**config.mk**
```make
export PLATFORM = sky130hd
export DESIGN_NAME = axi_write_burst_slave
export DESIGN_NICKNAME = d
export VERILOG_FILES = /design/src/rtl/axi_write_burst_slave.sv
export SDC_FILE = /design/constraint.sdc
export NUM_CORES = 1
export LEC_CHECK = 0
export CAP_MARGIN = 25
export CORE_MARGIN = 2
export CORE_UTILIZATION = 57
export CTS_BUF_LIST = sky130_fd_sc_hd__clkbuf_8
export DETAILED_ROUTE_END_ITERATION = 16
export PLACE_DENSITY = 0.94
export SLEW_MARGIN = 20
export SYNTH_ARGS = -nofsm -noshare
export SYNTH_HDL_FRONTEND = slang
export SYNTH_SLANG_ARGS = --single-unit
export TNS_END_PERCENT = 10
```
**constraint.sdc**
```tcl
create_clock -name ACLK -period 5.65 [get_ports ACLK]
set_input_delay 1.13 -clock ACLK [delete_from_list [all_inputs] [get_ports ACLK]]
set_output_delay 1.13 -clock ACLK [all_outputs]
set_load 0.01 [all_outputs]
```
**src/rtl/axi_write_burst_slave.sv**
```systemverilog
// AXI4 write-channel slave: queues AW bursts, expands each burst into single-beat
// local writes with FIXED/INCR/WRAP addressing, and returns a per-burst BRESP.
module axi_write_burst_slave #(
    parameter int unsigned ADDR_WIDTH = 32,
    parameter int unsigned DATA_BYTES = 4,
    parameter int unsigned AW_DEPTH   = 4,
    parameter logic [ADDR_WIDTH-1:0] ADDR_LOW  = '0,
    parameter logic [ADDR_WIDTH-1:0] ADDR_HIGH = ADDR_WIDTH'(32'hFFFF_FFFF)
) (
    input  logic                      ACLK,
    input  logic                      ARESET,
    input  logic [ADDR_WIDTH-1:0]     AWADDR,
    input  logic [7:0]                AWLEN,
    input  logic [2:0]                AWSIZE,
    input  logic [1:0]                AWBURST,
    input  logic                      AWVALID,
    output logic                      AWREADY,
    input  logic [8*DATA_BYTES-1:0]   WDATA,
    input  logic [DATA_BYTES-1:0]     WSTRB,
    input  logic                      WLAST,
    input  logic                      WVALID,
    output logic                      WREADY,
    output logic [1:0]                BRESP,
    output logic                      BVALID,
    input  logic                      BREADY,
    output logic [ADDR_WIDTH-1:0]     wr_addr_o,
    output logic [8*DATA_BYTES-1:0]   wr_data_o,
    output logic [DATA_BYTES-1:0]     wr_strb_o,
    output logic                      wr_valid_o,
    input  logic                      wr_ready_i,
    input  logic                      wr_error_i
);

    localparam int unsigned PTR_WIDTH = $clog2(AW_DEPTH);
    localparam int unsigned CNT_WIDTH = PTR_WIDTH + 1;
    localparam int unsigned MAX_SIZE  = $clog2(DATA_BYTES);
    localparam logic [ADDR_WIDTH:0] ADDR_SPAN = {1'b0, ADDR_HIGH - ADDR_LOW};

    localparam logic [1:0] BURST_FIXED = 2'b00;
    localparam logic [1:0] BURST_INCR  = 2'b01;
    localparam logic [1:0] BURST_WRAP  = 2'b10;
    localparam logic [1:0] BURST_RSVD  = 2'b11;
    localparam logic [1:0] RESP_OKAY   = 2'b00;
    localparam logic [1:0] RESP_SLVERR = 2'b10;

    typedef struct packed {
        logic [ADDR_WIDTH-1:0] addr;
        logic [7:0]            len;
        logic [2:0]            size;
        logic [1:0]            burst;
    } aw_entry_t;

    typedef enum logic [1:0] {
        S_IDLE  = 2'd0,
        S_BURST = 2'd1,
        S_RESP  = 2'd2
    } state_t;

    // Address FIFO
    aw_entry_t             fifo_mem [AW_DEPTH];
    aw_entry_t             head;
    logic [PTR_WIDTH-1:0]  wr_ptr;
    logic [PTR_WIDTH-1:0]  rd_ptr;
    logic [CNT_WIDTH-1:0]  fifo_cnt;
    logic [CNT_WIDTH-1:0]  fifo_cnt_nxt;
    logic                  fifo_empty;
    logic                  aw_push;
    logic                  aw_pop;
    logic                  awready_q;

    // Burst context
    state_t                state;
    state_t                state_nxt;
    logic [ADDR_WIDTH-1:0] addr_q;
    logic [ADDR_WIDTH-1:0] addr_nxt;
    logic [7:0]            len_q;
    logic [2:0]            size_q;
    logic [1:0]            burst_q;
    logic [7:0]            beat_q;
    logic                  err_q;
    logic                  size_bad_q;

    logic                  head_wrap_ok;
    logic                  head_burst_bad;
    logic                  head_size_bad;
    logic [1:0]            head_eff_burst;
    logic                  in_range;
    logic                  beat_legal;
    logic                  last_beat;
    logic                  beat_acc;
    logic                  beat_err;
    logic [ADDR_WIDTH-1:0] step;
    logic [ADDR_WIDTH-1:0] incr_addr;
    logic [ADDR_WIDTH-1:0] wrap_mask;

    assign head         = fifo_mem[rd_ptr];
    assign fifo_empty   = (fifo_cnt == '0);
    assign aw_push      = AWVALID && awready_q;
    assign fifo_cnt_nxt = fifo_cnt + CNT_WIDTH'(aw_push) - CNT_WIDTH'(aw_pop);
    assign AWREADY      = awready_q;

    // Payload storage carries no reset; occupancy is tracked by the pointers.
    always_ff @(posedge ACLK) begin
        if (aw_push) begin
            fifo_mem[wr_ptr] <= '{addr: AWADDR, len: AWLEN, size: AWSIZE, burst: AWBURST};
        end
    end

    always_ff @(posedge ACLK or posedge ARESET) begin
        if (ARESET) begin
            wr_ptr    <= '0;
            rd_ptr    <= '0;
            fifo_cnt  <= '0;
            awready_q <= 1'b0;
        end else begin
            if (aw_push) wr_ptr <= wr_ptr + PTR_WIDTH'(1);
            if (aw_pop)  rd_ptr <= rd_ptr + PTR_WIDTH'(1);
            fifo_cnt  <= fifo_cnt_nxt;
            awready_q <= (fifo_cnt_nxt != CNT_WIDTH'(AW_DEPTH));
        end
    end

    // Burst-level checks on the entry being popped; bad WRAP/reserved degrade to INCR.
    assign head_wrap_ok   = (head.len == 8'd1) || (head.len == 8'd3) ||
                            (head.len == 8'd7) || (head.len == 8'd15);
    assign head_burst_bad = (head.burst == BURST_RSVD) ||
                            ((head.burst == BURST_WRAP) && !head_wrap_ok);
    assign head_size_bad  = (head.size > 3'(MAX_SIZE));
    assign head_eff_burst = head_burst_bad ? BURST_INCR : head.burst;

    // Per-beat legality and next-address generation
    assign in_range   = ({1'b0, addr_q - ADDR_LOW} <= ADDR_SPAN);
    assign beat_legal = !size_bad_q && in_range;
    assign last_beat  = (beat_q == len_q);
    assign beat_acc   = (state == S_BURST) && WVALID && WREADY;
    assign beat_err   = !beat_legal || wr_error_i || (WLAST != last_beat);

    assign step      = ADDR_WIDTH'(1) << size_q;
    assign incr_addr = addr_q + step;
    assign wrap_mask = ((ADDR_WIDTH'(len_q) + ADDR_WIDTH'(1)) << size_q) - ADDR_WIDTH'(1);

    always_comb begin
        addr_nxt = incr_addr;
        case (burst_q)
            BURST_FIXED: addr_nxt = addr_q;
            BURST_WRAP:  addr_nxt = (addr_q & ~wrap_mask) | (incr_addr & wrap_mask);
            default:     addr_nxt = incr_addr;
        endcase
    end

    // FSM state register
    always_ff @(posedge ACLK or posedge ARESET) begin
        if (ARESET) state <= S_IDLE;
        else        state <= state_nxt;
    end

    // FSM next state; a pop also loads the burst context below
    always_comb begin
        state_nxt = state;
        aw_pop    = 1'b0;
        case (state)
            S_IDLE: begin
                if (!fifo_empty) begin
                    aw_pop    = 1'b1;
                    state_nxt = S_BURST;
                end
            end
            S_BURST: begin
                if (beat_acc && last_beat) state_nxt = S_RESP;
            end
            S_RESP: begin
                if (BREADY) begin
                    if (!fifo_empty) begin
                        aw_pop    = 1'b1;
                        state_nxt = S_BURST;
                    end else begin
                        state_nxt = S_IDLE;
                    end
                end
            end
            default: state_nxt = S_IDLE;
        endcase
    end

    // FSM outputs; illegal beats are swallowed without a local write
    always_comb begin
        WREADY     = 1'b0;
        wr_valid_o = 1'b0;
        BVALID     = 1'b0;
        BRESP      = RESP_OKAY;
        case (state)
            S_BURST: begin
                if (beat_legal) begin
                    wr_valid_o = WVALID;
                    WREADY     = wr_ready_i;
                end else begin
                    WREADY     = 1'b1;
                end
            end
            S_RESP: begin
                BVALID = 1'b1;
                BRESP  = err_q ? RESP_SLVERR : RESP_OKAY;
            end
            default: ;
        endcase
    end

    // Burst context: loaded on pop, advanced on every accepted beat
    always_ff @(posedge ACLK or posedge ARESET) begin
        if (ARESET) begin
            addr_q     <= '0;
            len_q      <= '0;
            size_q     <= '0;
            burst_q    <= BURST_FIXED;
            beat_q     <= '0;
            err_q      <= 1'b0;
            size_bad_q <= 1'b0;
        end else if (aw_pop) begin
            addr_q     <= head.addr;
            len_q      <= head.len;
            size_q     <= head.size;
            burst_q    <= head_eff_burst;
            beat_q     <= '0;
            err_q      <= head_burst_bad || head_size_bad;
            size_bad_q <= head_size_bad;
        end else if (beat_acc) begin
            addr_q <= addr_nxt;
            beat_q <= beat_q + 8'd1;
            if (beat_err) err_q <= 1'b1;
        end
    end

    assign wr_addr_o = addr_q;
    assign wr_data_o = WDATA;
    assign wr_strb_o = WSTRB;

endmodule
```
After elaboration in Yosys (flattened, before gate mapping)
Memory sizes are Yosys's and may differ from the RTL's.
Index checks and enable logic that the tools add are counted.
{ "classes": {"add_sub_neg": 8, "order_cmp": 1, "n_eq_ne": 16, "n_shift": 2, "muxes": 26, "bitwise": 4, "reduce_logical": 21} }
{ "ops": {"columns": ["cell", "n"], "rows": [
  ["$and 32x32->32", 2],
  ["$mux 32", 2],
  ["$pmux 32 s2", 1],
  ["$add 32x32->32", 1],
  ["$not 32->32", 1],
  ["$or 32x32->32", 1],
  ["$shl 1x3->32 const A", 1],
  ["$shl 9x3->32", 1],
  ["$sub 32x1->32 const B", 1],
  ["$mux 8", 2],
  ["$mux 1", 13],
  ["$mux 2", 6],
  ["$add 8x1->9 const B", 1],
  ["$add 8x1->8 const B", 1],
  ["$eq 2x2->1 const B", 4],
  ["$eq 8x1->1 const B", 1],
  ["$eq 8x2->1 const B", 1],
  ["$eq 8x3->1 const B", 1],
  ["$eq 8x4->1 const B", 1],
  ["$eq 8x8->1", 1],
  ["$logic_or 1x1->1", 7],
  ["$ne 2x2->1 const B", 3],
  ["$pmux 2 s3", 1],
  ["$logic_and 1x1->1", 5],
  ["15 further kinds", 19]
]} }
{ "word_totals": {"ff_bits": 65, "mem_bits_rw": 180, "output_inout_bits": 74, "elab_cells": 91, "n_memories": 1} }
{ "memory_table": {"columns": ["name", "words", "width", "read_ports", "rd_clocked_by_memory_dff", "wr", "line", "text"], "rows": [
  ["fifo_mem", 4, 45, 1, 0, 1, "60", "aw_entry_t fifo_mem [AW_DEPTH];"]
]} }

Logic depth before layout (Yosys ltp)
Gate-level depths: netlist of the first run.
An unclocked memory read counts as a cell.
{ "depth": {"depth_word": 10, "mapped_depth": 16, "mapped_depth_nobuf": 13} }

Worst setup path before layout of the first run
Ideal clock, no wire load.
{ "synth_path": {"path_kind": "register to register", "start": "reg size_q[2]", "end": "reg (tool-made name)", "setup_time_ns": 0.082, "arrival_time_ns": 3.855, "required_time_ns": 5.568, "slack_ns": 1.713, "path_stages_with_launch": 16, "path_buffers": 5, "path_cell_list": "dfrtp_1 -> clkbuf_1 -> clkbuf_1 -> clkbuf_1 -> clkbuf_1 -> nor2_1 -> ha_1 -> inv_1 -> o21ai_0 -> a21oi_1 -> o2111ai_1 -> nand3_1 -> or2_2 -> clkbuf_1 -> or4_1 -> a31oi_1"} }
{ "synth_lines": {"columns": ["item", "line", "text"], "rows": [
  ["start: declaration", "77", "logic [2:0] size_q;"],
  ["start signal: assignment", "221", "size_q <= head.size;"]
]} }

==> flow_summary.yaml, run 1 <==
outcome:
  outcome: "complete, no violations"
sta:
  worst_pin_slew_ns: 1.14
  setup_viol: 0
  rsz0062_at_grt: "false"
  drv_slew: 0
  slew_headroom: 0.232
  hold_viol: 0
  setup_tns_ns: 0
  fin_hold_ws_ns: 0.523
  finalCritPeriodShare: 0.763
  fmax_mhz: 232
  finClkSkew_ns: 0.0204
  min_period_ns: 4.31
cts:
  htreeDepth: 2
  cts_tree: "built"
  cts.path.max_buffers: 3
  cts_root_buf: "clkbuf_8"
  post_cts_buffers: 0
  cts_inserted_buffers: 39
  holdBufCountCts: 0
  cts_resized: 0
  clk_pin_slew_ns: 0.07
  clock_sinks: 245
  clock_latency_ns: 0.55
synthesis:
  synth.avg_cell_area_um2: 12.8
  synth-seq-cells: 245
  synth_top_flop_cell: "edfxtp_1"
  ys_seq_area_frac: 0.588
  netlist_instances: 932
  ys_warn_count: 0
  syn_nets: 1041
  synth_cell_types: 72
  syn_area_mm2: 0.0120
  async_reset_ff_frac: 0.265
  synth_edf_count: 180
floorplan:
  dieHeight_um: 149
  initial_core_util: 0.575
  dieWidth_um: 149
  io_pins: 163
  rows: 53
  die_area_mm2: 0.0222
  core_area_mm2: 0.0208
detailed_routing:
  totalWireLength_mm: 28.7
  vias: 8248
  wl_per_cell_um: 22.2
  avgViaCountPerCell: 6.38
  drtAntennaViolNets: 0
  drcViolationCount: 0
  drt_iter0_drc: 1044
  drt-pass1-iter-count: 6
cells_and_area:
  nFillCells: 1447
  nNetsFinal: 1098
  layout_common_cells: "edfxtp_1, nand2_1, clkdlybuf4s50_1"
  multi_input_area_mm2: 0.00437
  antennaDiodeCount: 0
  fin_util: 0.655
  stdcell_area_mm2: 0.0136
  mostFrequentLayoutCell: "edfxtp_1"
  drive_above_1_share: 0.132
  seqCellArea_mm2: 0.00703
  syn_to_final_growth_pct: 14.0
placement:
  dp_hpwl_mm: 18.9
  placed_area_mm2: 0.0128
  port_buffers: 89
  place_congestion: 0.925
critical_path:
  worstPathRequired_ns: 6.11
  arrival_ns: 4.77
  cp_max_fo: 23
  worstSetupPathType: "flip-flop to flip-flop"
  start_kind: "flip-flop"
  cp-end-kind: "flip-flop"
pwr:
  power_density_mw_per_mm2: 550
  peakVddDrop_mv: 0.305
  p_leak_nw: 4.89
global_routing:
  grt_pass1_vias: 8261
  grtUsageTotal: 0.263
  antenna_found_initial: 1
  grt_pass1_wl_mm: 44.9
  overflow: 0
  grt_max_degree: 61
min_path:
  hold_path_class: "flip-flop to flip-flop"
run:
  cap_violations: 0
cell type report:
type	instances	area share
Multi-Input combinational cell	579	0.320
Inverter	23	0.00633
Tap cell	275	0.0252
Timing Repair Buffer	101	0.0719
Clock buffer	42	0.0424
Sequential cell	245	0.516
Clock inverter	28	0.0180
worst max-delay path, stage by stage (launching register included):
cell      delay (ns)
dfrtp_1         0.66
nor3_1          0.37
ha_1            0.23
inv_1           0.06
fa_1            0.37
nor2b_1         0.16
o21ai_0         0.11
a21boi_0        0.23
o21ai_0         0.18
a211oi_1        0.94
nand3_1         0.24
or4_1           0.48
a31oi_1         0.19
metrics by stage:
step	total power (W)	instances	setup WS [ns]
detailed placement	0.00587	1223	1.50
floorplan	0.00491	932	1.71
global route	0.00792	1293	1.07
CTS	0.00747	1293	1.50
global placement	0.00574	1223	1.64
finish	0.00750	1293	1.34
report_power, final:
part / switching [W] / internal (W)
registers: 0.000442 / 0.00241
logic: 0.00176 / 0.00131
clock network: 0.000693 / 0.000881
total: 0.00289 / 0.00460
final timing paths:
| check | start | endpoint | slack, ns | cells after the start |
|---|---|---|---|---|
| setup / recovery | size_q[1] | flip-flop | 1.34 | 12 |
| hold / removal | flip-flop | flip-flop | 0.52 | 2 |
| setup reg to reg | size_q[1] | flip-flop | 1.34 | 12 |
| hold reg to reg | flip-flop | flip-flop | 0.52 | 2 |
| max in group asynchronous | ARESET | rd_ptr[1] | 3.65 | 3 |
| min in group asynchronous | ARESET | beat_q[3] | 1.04 | 2 |
synth_stat cells (7+ instances only):
cell type	n	area, um^2
edfxtp_1	180	5410
mux4_2	45	1010
o21ai_0	41	205
a21oi_1	36	180
nor3_1	17	85.1
nor2_1	59	221
nand2b_1	10	62.6
xor2_1	22	193
a21o_1	7	52.6
and3_1	15	93.8
dfrtp_1	65	1630
clkbuf_1	28	105
inv_1	21	78.8
nand2_1	101	379
o211ai_1	9	67.6
o31ai_1	10	75.1
nand4_1	11	68.8
mux2i_1	7	70.1
xnor2_1	15	131
ha_1	18	225
nand3_1	21	105
nor4_1	8	50.1
or4_1	13	97.6
o21a_1	7	52.6
o31a_1	7	61.3
a31oi_1	14	87.6
buf_4	37	278
buf_2	11	55.1
layer usage:
metal	global-route usage	part of all wire	vias up
met3	0.0480	0.079	108
met4	0.127	0.050	2
met1	0.345	0.38	4016
met5	0	0.00038	-
met2	0.427	0.49	484
li1	-	-	3638
kinds of logic (layout without fill, tap and decap cells):
kind of cell             Yosys count  in the layout  synth area share
multiplexers                      55             55            0.0934
XOR/XNOR                          38             38            0.0284
other                              1              1          0.000313
flip-flops                       245            245             0.588
AND/OR/NAND/NOR                  288            288             0.119
adder cells (fa/ha/maj)           20             20            0.0222
AO/OA/AOI/OAI                    177            177             0.100
buffers and inverters            108            194            0.0486
Note: power is estimated with default switching activity, not from simulation.
==> run 2, diff against run 1 <==
- clock period: 5.65 -> 4.4 ns (I/O delays scaled with it)
==> run 2 against run 1 <==
  * Setup slack got worse by 1.0 ns
  * Worst hold slack improved by 0.0090 ns
  * Final area shrank 0.10%
  * Die area did not move
  * Core utilization shrank 0.066 points
  * Register-to-register slack worse by 1.0 ns
  * Largest cell class unchanged
  * Highest routed layer is now met4
==> flow_summary.yaml, run 2 (same netlist as run 1, synthesis figures left out) <==
outcome:
  outcome: "complete, no violations"
cells_and_area:
  mostFrequentLayoutCell: "edfxtp_1"
  syn_to_final_growth_pct: 13.9
  layout_common_cells: "edfxtp_1, nand2_1, clkdlybuf4s50_1"
  drive_above_1_share: 0.137
  finalNonFillerCells: 1302
  nNetsFinal: 1107
  antennaDiodeCount: 0
sta:
  rsz0062_at_grt: "false"
  setup_tns_ns: 0
  finClkSkew_ns: 0.0261
  setup_viol: 0
  worst_pin_slew_ns: 0.925
  fmax_mhz: 246
  drv_slew: 0
  slew_headroom: 0.382
  hold_viol: 0
  fin_hold_ws_ns: 0.532
  min_period_ns: 4.07
  fin_ws_ns: 0.333
  finalCritPeriodShare: 0.924
critical_path:
  cp-end-kind: "flip-flop"
  worstPathRequired_ns: 4.83
  cp_max_fo: 10
  ff2ff_path_depth: 12
  cp_common_cell: "ha_1"
  r2r_start: "len_q[1]"
  path_cells: "ha_1, xnor2_2, nand2_1, a32oi_1, a2bb2oi_1, nor4_4, nand3_2, nor4bb_1, ha_1, nor2_1, or4_1, a31oi_1"
  worstSetupPathType: "flip-flop to flip-flop"
  cp_slowest_cell: "dfrtp_1"
  arrival_ns: 4.49
  cp_slowest_stage_delay_ns: 0.53
  reg2reg_slack_ns: 0.33
  start_kind: "flip-flop"
global_routing:
  grt_max_degree: 61
  grt_pass1_vias: 8377
  overflow: 0
  antenna_found_initial: 0
  grtUsageTotal: 0.267
  grt_pass1_wl_mm: 45.8
cts:
  holdBufCountCts: 0
  clock_sinks: 245
  post_cts_buffers: 0
  cts_inserted_buffers: 37
  cts_root_buf: "clkbuf_8"
  htreeDepth: 2
  cts_tree: "built"
  cts.path.max_buffers: 3
  cts_resized: 0
  clk_pin_slew_ns: 0.06
  clock_latency_ns: 0.54
floorplan:
  rows: 53
  initial_core_util: 0.575
  dieHeight_um: 149
  io_pins: 163
  die_area_mm2: 0.0222
  core_area_mm2: 0.0208
  dieWidth_um: 149
detailed_routing:
  vias: 8386
  totalWireLength_mm: 29.2
  drcViolationCount: 0
  wl_per_cell_um: 22.5
  drtAntennaViolNets: 0
  drt_iter0_drc: 1100
  avgViaCountPerCell: 6.44
  drt-pass1-iter-count: 6
min_path:
  hold_end: "err_q"
  hold_path_class: "flip-flop to flip-flop"
  hold_start: "err_q"
  holdPathStages: 1
placement:
  dp_slack_ns: 0.524
  dp_cells: 1234
  dp_hpwl_mm: 19.9
  port_buffers: 89
  place_congestion: 0.942
run:
  cap_violations: 0
pwr:
  peakVddDrop_mv: 0.361
  p_leak_nw: 4.91
  power_density_mw_per_mm2: 697
  power.total_w: 0.00950
run 2: metrics by stage:
| step | utilization | instance area (um^2) |
|---|---|---|
| after global routing | 0.654 | 13600 |
| after global placement | 0.619 | 12900 |
| after detailed placement | 0.619 | 12900 |
| after CTS | 0.654 | 13600 |
| after floorplan | - | 12000 |
| final | 0.654 | 13600 |
run 2: worst max path at each step:
| stage | startpoint | end | slack (ns) | cells past startpoint |
|---|---|---|---|---|
| final | len_q[1] | flip-flop | 0.33 | 12 |
| after global routing | len_q[1] | flip-flop | 0.10 | 12 |
| after CTS | len_q[1] | flip-flop | 0.43 | 12 |
| after floorplan | size_q[2] | flip-flop | 0.46 | 15 |
| after global placement | len_q[1] | flip-flop | 0.76 | 12 |
| after detailed placement | len_q[1] | flip-flop | 0.52 | 12 |
run 2: area by class of cell:
class	instances	area, um^2
clock buffers	42	578
clock inverters	26	149
fillers	1405	7200
inverters	23	86.3
multi-input cells	579	4370
flip-flops and latches	245	7030
well taps	275	344
repair buffers	112	1060
run 2: metal layers:
| layer | part of all wire | GRT usage | vias up |
|---|---|---|---|
| met5 | 0 | 0 | - |
| met4 | 0.054 | 0.145 | 0 |
| met3 | 0.079 | 0.0471 | 119 |
| met2 | 0.49 | 0.433 | 546 |
| met1 | 0.38 | 0.346 | 4069 |
| li1 | - | - | 3652 |
run 2: power by group:
part	internal, W	leakage, nW	switching [W]
Sequential	0.00310	2.42	0.000570
Combinational	0.00172	2.07	0.00229
Clock	0.000944	0.414	0.000876
Total	0.00576	4.91	0.00373
run 2: worst max-delay path: cells and delay by family, from the launching register on:
| family | cells | cell delay, ns |
|---|---|---|
| AOI/OAI and AO/OA | 3 | 0.88 |
| xor gates and xnor gates | 1 | 0.18 |
| adders and majority gates | 2 | 0.69 |
| DFF | 1 | 0.53 |
| and+or+nand+nor | 6 | 1.68 |
